File: src/rtl/priority_encoder_seq.sv
// priority_encoder_seq: accepts a request vector over valid/ready and
// emits the index of each set bit, one per output beat, in priority order.
// A zero vector produces a single beat flagged empty.
module priority_encoder_seq #(
  parameter  int WIDTH     = 8,
  parameter  bit LSB_FIRST = 1'b0,
  localparam int CODE_W    = $clog2(WIDTH)
) (
  input  logic              i_clk,
  input  logic              i_rst,
  input  logic [WIDTH-1:0]  i_in,
  input  logic              i_in_valid,
  output logic              o_in_ready,
  output logic [CODE_W-1:0] o_code,
  output logic              o_valid,
  output logic              o_last,
  output logic              o_empty,
  input  logic              i_out_ready
);

  logic [WIDTH-1:0]  r_pending;
  logic [CODE_W-1:0] r_code;
  logic              r_valid;
  logic              r_last;
  logic              r_empty;

  logic [CODE_W-1:0] w_in_idx;
  logic [WIDTH-1:0]  w_in_rem;
  logic [CODE_W-1:0] w_pend_idx;
  logic [WIDTH-1:0]  w_pend_rem;
  logic              w_load;
  logic              w_adv;
  logic              w_fin;

  // Single-pass scan; the last hit in loop order is the winner, so the loop
  // direction alone selects MSB or LSB priority.
  function automatic logic [CODE_W-1:0] f_pick(input logic [WIDTH-1:0] v);
    logic [CODE_W-1:0] idx;
    idx = '0;
    if (LSB_FIRST) begin
      for (int i = WIDTH - 1; i >= 0; i--) begin
        if (v[i]) idx = CODE_W'(i);
      end
    end else begin
      for (int i = 0; i < WIDTH; i++) begin
        if (v[i]) idx = CODE_W'(i);
      end
    end
    return idx;
  endfunction

  // Pick the next index from the incoming vector and from the pending bits,
  // and compute what remains once that bit is served.
  always_comb begin
    w_in_idx   = f_pick(i_in);
    w_in_rem   = i_in & ~(WIDTH'(1) << w_in_idx);
    w_pend_idx = f_pick(r_pending);
    w_pend_rem = r_pending & ~(WIDTH'(1) << w_pend_idx);
  end

  // A new vector can enter when idle or when the final beat leaves this cycle.
  assign o_in_ready = !r_valid || (i_out_ready && r_last);
  assign w_load     = i_in_valid && o_in_ready;
  assign w_adv      = r_valid && i_out_ready && !r_last;
  assign w_fin      = r_valid && i_out_ready && r_last;

  // Beat state: load beats finish, so back-to-back vectors leave no bubble.
  always_ff @(posedge i_clk) begin
    if (i_rst) begin
      r_pending <= '0;
      r_code    <= '0;
      r_valid   <= 1'b0;
      r_last    <= 1'b0;
      r_empty   <= 1'b0;
    end else if (w_load) begin
      r_valid <= 1'b1;
      if (i_in == '0) begin
        r_code    <= '0;
        r_pending <= '0;
        r_last    <= 1'b1;
        r_empty   <= 1'b1;
      end else begin
        r_code    <= w_in_idx;
        r_pending <= w_in_rem;
        r_last    <= (w_in_rem == '0);
        r_empty   <= 1'b0;
      end
    end else if (w_adv) begin
      r_code    <= w_pend_idx;
      r_pending <= w_pend_rem;
      r_last    <= (w_pend_rem == '0);
    end else if (w_fin) begin
      r_valid <= 1'b0;
      r_last  <= 1'b0;
    end
  end

  assign o_code  = r_code;
  assign o_valid = r_valid;
  assign o_last  = r_last;
  assign o_empty = r_empty;

endmodule

File: config.mk
export PLATFORM = sky130hd
export DESIGN_NAME = priority_encoder_seq
export DESIGN_NICKNAME = d
export VERILOG_FILES = /design/src/rtl/priority_encoder_seq.sv
export SDC_FILE = /design/constraint.sdc
export NUM_CORES = 1
export LEC_CHECK = 0
export CAP_MARGIN = 20
export CORE_MARGIN = 4
export CORE_UTILIZATION = 44
export CTS_BUF_LIST = sky130_fd_sc_hd__clkbuf_16
export DETAILED_ROUTE_END_ITERATION = 10
export GPL_TIMING_DRIVEN = 1
export PLACE_DENSITY_LB_ADDON = 0.3
export SLEW_MARGIN = 5
export SYNTH_ARGS = -nofsm -noshare
export SYNTH_HDL_FRONTEND = slang
export SYNTH_SLANG_ARGS = --single-unit
File: constraint.sdc
create_clock -name i_clk -period 1.5 [get_ports i_clk]
set_input_delay 0.15 -clock i_clk [delete_from_list [all_inputs] [get_ports i_clk]]
set_output_delay 0.15 -clock i_clk [all_outputs]
set_load 0.01 [all_outputs]
; ---- Word level (Yosys, flattened, before mapping)
; Index checks and enable logic that the tools add are counted.
[op_classes]
shifts = 2
mul = 0
n_mux = 27
order_cmp = 0
div = 0
add_sub_neg = 0
n_reduce_logical = 15
bitwise = 4
n_eq_ne = 1
[ops]
columns = cell, n
row1 = 3-bit 2-to-1 mux, 15
row2 = 8-bit logical NOT, 3
row3 = 8-bit 2-to-1 mux, 3
row4 = 8-bit bitwise AND, 2
row5 = 8-bit inverter, 2
row6 = 1-bit by 3-bit left shift with 8-bit output (first input constant), 2
row7 = 1-bit 2-to-1 mux, 9
row8 = 1-bit logical AND, 5
row9 = 2-bit nonzero test, 2
row10 = 3-bit nonzero test, 1
row11 = 1-bit logical NOT, 2
row12 = 2-bit inequality test (second input constant), 1
row13 = 2-bit AND reduction, 1
row14 = 1-bit logical OR, 1
[word_totals]
wordCells = 54
mem_count = 0
ram_bits = 0
output_inout_bits = 7
inputBits = 12
latch_bits = 0
mem_bits_ro = 0
regBits = 14

; ---- Logic depth before layout (Yosys ltp)
; Gate-level depths: netlist (run 1).
[logic_depth]
word_depth = 13
depth_mapped = 6

; ---- Worst setup path after synthesis (run 1)
; OpenSTA, ideal clock, no wires.
[synth_path]
path_type = register to register
startpoint = register r_pending[7]
endpoint = register r_pending[0]
path_stages_with_launch = 6
t_required_ns = 1.372
arrival_time_ns = 1.383
setup_time_ns = 0.128
setup_slack_ns = -0.011
period_less_slack_ns = 1.511
cell_sequence = dfxtp_1 > nor4_4 > nand2_1 > or4_1 > a31oi_1 > nor2_1
[synth_between]
elab_chain_cells = 6
[synth_rtl]
columns = item, line_no
row1 = "start, declared", 21  ; logic [WIDTH-1:0] r_pending;
row2 = "start signal, assigned", 84  ; r_pending <= w_in_rem;
row3 = "start signal, assigned", 90  ; r_pending <= w_pend_rem;
row4 = 3-bit 2-to-1 mux, 46  ; if (v[i]) idx = CODE_W'(i);
row5 = 1-bit by 3-bit left shift with 8-bit output, 58  ; w_pend_rem = r_pending & ~(WIDTH'(1) << w_pend_idx);
row6 = 8-bit inverter, 58
row7 = 8-bit bitwise AND, 58
row8 = 8-bit 2-to-1 mux, 88  ; end else if (w_adv) begin
row9 = 8-bit 2-to-1 mux, 75  ; end else if (w_load) begin
; No other way between the ends. The select of a mux whose other input is x is not followed.
; A chain may end at the register's enable or synchronous reset.

; ---- Final worst setup path (run 1)
[layout_path]
startpoint = register r_pending[5]
endpoint = register r_last (netlist: o_last)
[layout_between]
elab_chain_cells = 9
[layout_rtl]
columns = item, line_no
row1 = 3-bit 2-to-1 mux (3 in a row), 46
row2 = 1-bit by 3-bit left shift with 8-bit output, 58
row3 = 8-bit inverter, 58
row4 = 8-bit bitwise AND (*), 58
row5 = 8-bit logical NOT (*), 91  ; r_last <= (w_pend_rem == '0);
row6 = 1-bit 2-to-1 mux (*), 88
row7 = 1-bit 2-to-1 mux (*), 75
row8 = "end signal, assigned", 85  ; r_last <= (w_in_rem == '0);
row9 = "end signal, assigned", 91
row10 = "end, declared", 24  ; logic r_last;
; Mark *: on every way between the ends. The rest lies on a longest branch, timed or not.

==> results of run 1 <==
## synth_stat cells, types with 2 or more instances
master,instances,share of area
sky130_fd_sc_hd__nand3_1,6,0.035
sky130_fd_sc_hd__or2_2,2,0.014
sky130_fd_sc_hd__nand2_1,6,0.026
sky130_fd_sc_hd__o21ai_0,4,0.023
sky130_fd_sc_hd__a21oi_1,11,0.064
sky130_fd_sc_hd__o211ai_1,4,0.035
sky130_fd_sc_hd__inv_1,4,0.017
sky130_fd_sc_hd__buf_2,2,0.012
sky130_fd_sc_hd__nor4_4,2,0.049
sky130_fd_sc_hd__or3_1,3,0.022
sky130_fd_sc_hd__a211oi_1,2,0.017
sky130_fd_sc_hd__a31oi_1,4,0.029
sky130_fd_sc_hd__clkbuf_1,3,0.013
sky130_fd_sc_hd__nor2_1,10,0.043
sky130_fd_sc_hd__o31ai_1,2,0.017
sky130_fd_sc_hd__dfxtp_1,14,0.32
sky130_fd_sc_hd__o22ai_1,4,0.029
sky130_fd_sc_hd__maj3_1,3,0.035
sky130_fd_sc_hd__nor3_1,2,0.012
## sequential cells by signal, indices dropped and copies added, names as in the netlist
name       count
o_valid        1
o_empty        1
r_pending      8
o_last         1
o_code         3
## through the flow
step | hold WS (ps) | instances | setup TNS (ps) | util | cell area [sq um]
3_3_place_gp | 494 | 176 | -2660 | 0.713 | 1280
3_5_place_dp | 498 | 176 | -3280 | 0.713 | 1280
5_1_grt | 369 | 182 | -219 | 0.783 | 1410
4_1_cts | 499 | 181 | 0 | 0.764 | 1380
6_report | 358 | 182 | -0.430 | 0.783 | 1410
2_1_floorplan | 279 | 108 | 0 | - | 866
## final timing paths
kind                      from           end  slack (ps)  cells after the start
hold / removal         i_in[7]  r_pending[6]         360                      4
hold reg to reg        o_empty       o_empty         500                      2
setup reg to reg  r_pending[5]        o_last        -0.4                      5
setup / recovery  r_pending[5]        o_last        -0.4                      5
## what timing repair did
action | 4_1_cts | 5_1_grt
buffers inserted | 2 | 1
resized for setup | 9 | 13
setup endpoints to repair | 9 | 7
pin swaps | 8 | 4
## cells by family after synthesis
family          synth area share
compound gates             0.276
simple gates               0.317
fa+ha+maj                 0.0347
flops                      0.324
buf+inv                   0.0477
## critical path, delay by kind of cell, from the launching register on
family,cells,cell delay [ps]
adders and majority gates,1,370
AOI/OAI and AO/OA,2,200
DFF,1,340
and+or+nand+nor,2,510
## per-layer routing
| layer | GRT usage | share of wire | vias up |
|---|---|---|---|
| met4 | 0.106 | 0.032 | 0 |
| met1 | 0.313 | 0.43 | 520 |
| met5 | 0 | 0 | - |
| met3 | 0.0627 | 0.054 | 13 |
| li1 | - | - | 506 |
| met2 | 0.397 | 0.49 | 41 |
## power groups by stage
stage / registers [mW] / logic (mW) / clock network [mW]
floorplan: 0.429 / 0.127 / 0
global placement: 0.425 / 0.289 / 0
detailed placement: 0.426 / 0.297 / 0
CTS: 0.420 / 0.305 / 0.496
global route: 0.425 / 0.348 / 0.510
finish: 0.422 / 0.323 / 0.495
## area by class of cell
type / count / area [sq um]
multi-input cells: 84 / 586
repair buffers: 52 / 422
fillers: 126 / 390
flip-flops and latches: 14 / 283
clock buffers: 3 / 75.1
well taps: 25 / 31.3
inverters: 4 / 15.0
==> flow_summary_export.csv, run 1 <==
group,metric,value,unit
run_status,status,"complete, but fails checks",
run_status,failing_checks,"setup timing",
timing,fin_ws,-0.430,ps
setup_path,critical_path_sink_type,"register",
finish,design.final.nets,171,
logic_synthesis,yosys_warnings,0,
timing,grt_setup_unrepaired,"true",
global_route,grt_use_total,0.248,
drt,drt-initial-drc-count,58,
placed_design,portBuffers,18,
setup_path,worst_ep_arrival_time,1660,ps
finish,layout_common_cells,"33 x sky130_fd_sc_hd__buf_4, 13 x sky130_fd_sc_hd__clkdlybuf4s50_1, 12 x sky130_fd_sc_hd__dfxtp_1",
setup_path,timing.critical_path.from_type,"register",
floorplan,floorplan.die_area,2740,sq um
drt,viasPerCell,5.93,
clock_tree,cts_htree_levels,1,
timing,finalWorstPathRequiredPeriod,1500,ps
finish,diodes,0,
placed_design,place_worst_setup_slack,-455,ps
clock_tree,maximum_clock_path_buffer_count,2,
timing,setup_violations,1,
power_and_ir_drop,total_power,1.24,mW
worst_hold_path,hold_class,"in2reg",
timing,finClkSkew,1.03,ps
timing,max_freq,666,MHz
setup_path,worstPathRequired,1660,ps
global_route,grt_start_max_net_pins,10,
clock_tree,tritoncts,"yes",
timing,finalMaxSlewViolations,0,
finish,layout-drive-gt1-share,0.376,
logic_synthesis,count_of_flip_flops_with_a_built_in_enable_after_synthesis,0,
setup_path,worst_path_largest_cell_delay,380,ps
placed_design,place.gp.congestion,0.912,
clock_tree,holdBufCountCts,0,
timing,post-route-period-util,1.00,
power_and_ir_drop,p_leak,0.575,nW
power_and_ir_drop,switchingPower,0.325,mW
global_route,grt_antenna_before_repair,0,
timing,worst-slew-pin-transition,390,ps
logic_synthesis,postSynth.topFlopCell,"sky130_fd_sc_hd__dfxtp_1",
power_and_ir_drop,power_report.internal_total,0.915,mW
logic_synthesis,synth.distinct_cells,39,
setup_path,setup.worst_path.class,"reg2reg",
finish,area_delta_synth_final,63.2,%
drt,drc_errors,0,
clock_tree,clk_transition_reported_paths,40,ps
logic_synthesis,ys_async_sr_fraction,0,
power_and_ir_drop,max-vdd-ir-drop,685,uV
power_and_ir_drop,seq_power_share,0.340,
clock_tree,numCtsBuffers,3,
logic_synthesis,syn_nets,120,
clock_tree,worstSkewPairLatency,240,ps
power_and_ir_drop,powerDensity,879,nW/um^2
drt,post_drt_wl_per_cell,17.2,um
timing,timing.max_slew.rel_slack,0.740,
floorplan,io_pins,19,
power_and_ir_drop,power.clock.fraction,0.399,
floorplan,fp.coreArea,1800,sq um
floorplan,die_span_in_y,52.3,um
setup_path,timing.critical_path.slowest_stage_cell,"sky130_fd_sc_hd__or3_4",
power_and_ir_drop,power_frac_comb,0.260,
setup_path,timing.critical_path.fanout_max,3,
job,drv.max_cap_violation_count,0,
placed_design,dpl.hpwl,2.09,mm
floorplan,starting_density_of_the_core,0.480,
floorplan,placement_rows,15,
power_and_ir_drop,netSwitchingFraction,0.262,
drt,detailroute.via_count,1080,
logic_synthesis,seq_area_frac_synth,0.324,
floorplan,die_width,52.3,um
logic_synthesis,synthesis.instances,108,
clock_tree,clock_sinks,14,
logic_synthesis,synth_area_per_cell,8.01,sq um
timing,final-hold-violation-count,0,
drt,drt-pass1-iter-count,4,
logic_synthesis,post_synth_instance_area,865,sq um
logic_synthesis,synth_seq_cells,14,
global_route,first_global_vias,1063,
drt,drt.antenna.violating_nets,0,
clock_tree,cts_root_buf,"sky130_fd_sc_hd__clkbuf_16",
global_route,grt_first_pass_wirelength,5.02,mm
drt,finalWirelength,3.13,mm
setup_path,critical_path.cell_chain,"or3_4 -> maj3_1 -> o22ai_2 -> nand3_1 -> o221ai_2",
global_route,grt.overflow.total,0,
finish,most_frequent_standard_cell_in_the_layout_excluding_fill_and_tap_cells,"sky130_fd_sc_hd__buf_4",
No activity file was read; power rests on OpenSTA's default activity.
==> run 2: changes to the inputs <==
Settings changed: ABC_AREA set to 0.
==> results of run 2 <==
Final layout, timing and power as in run 1 (identical DEF).
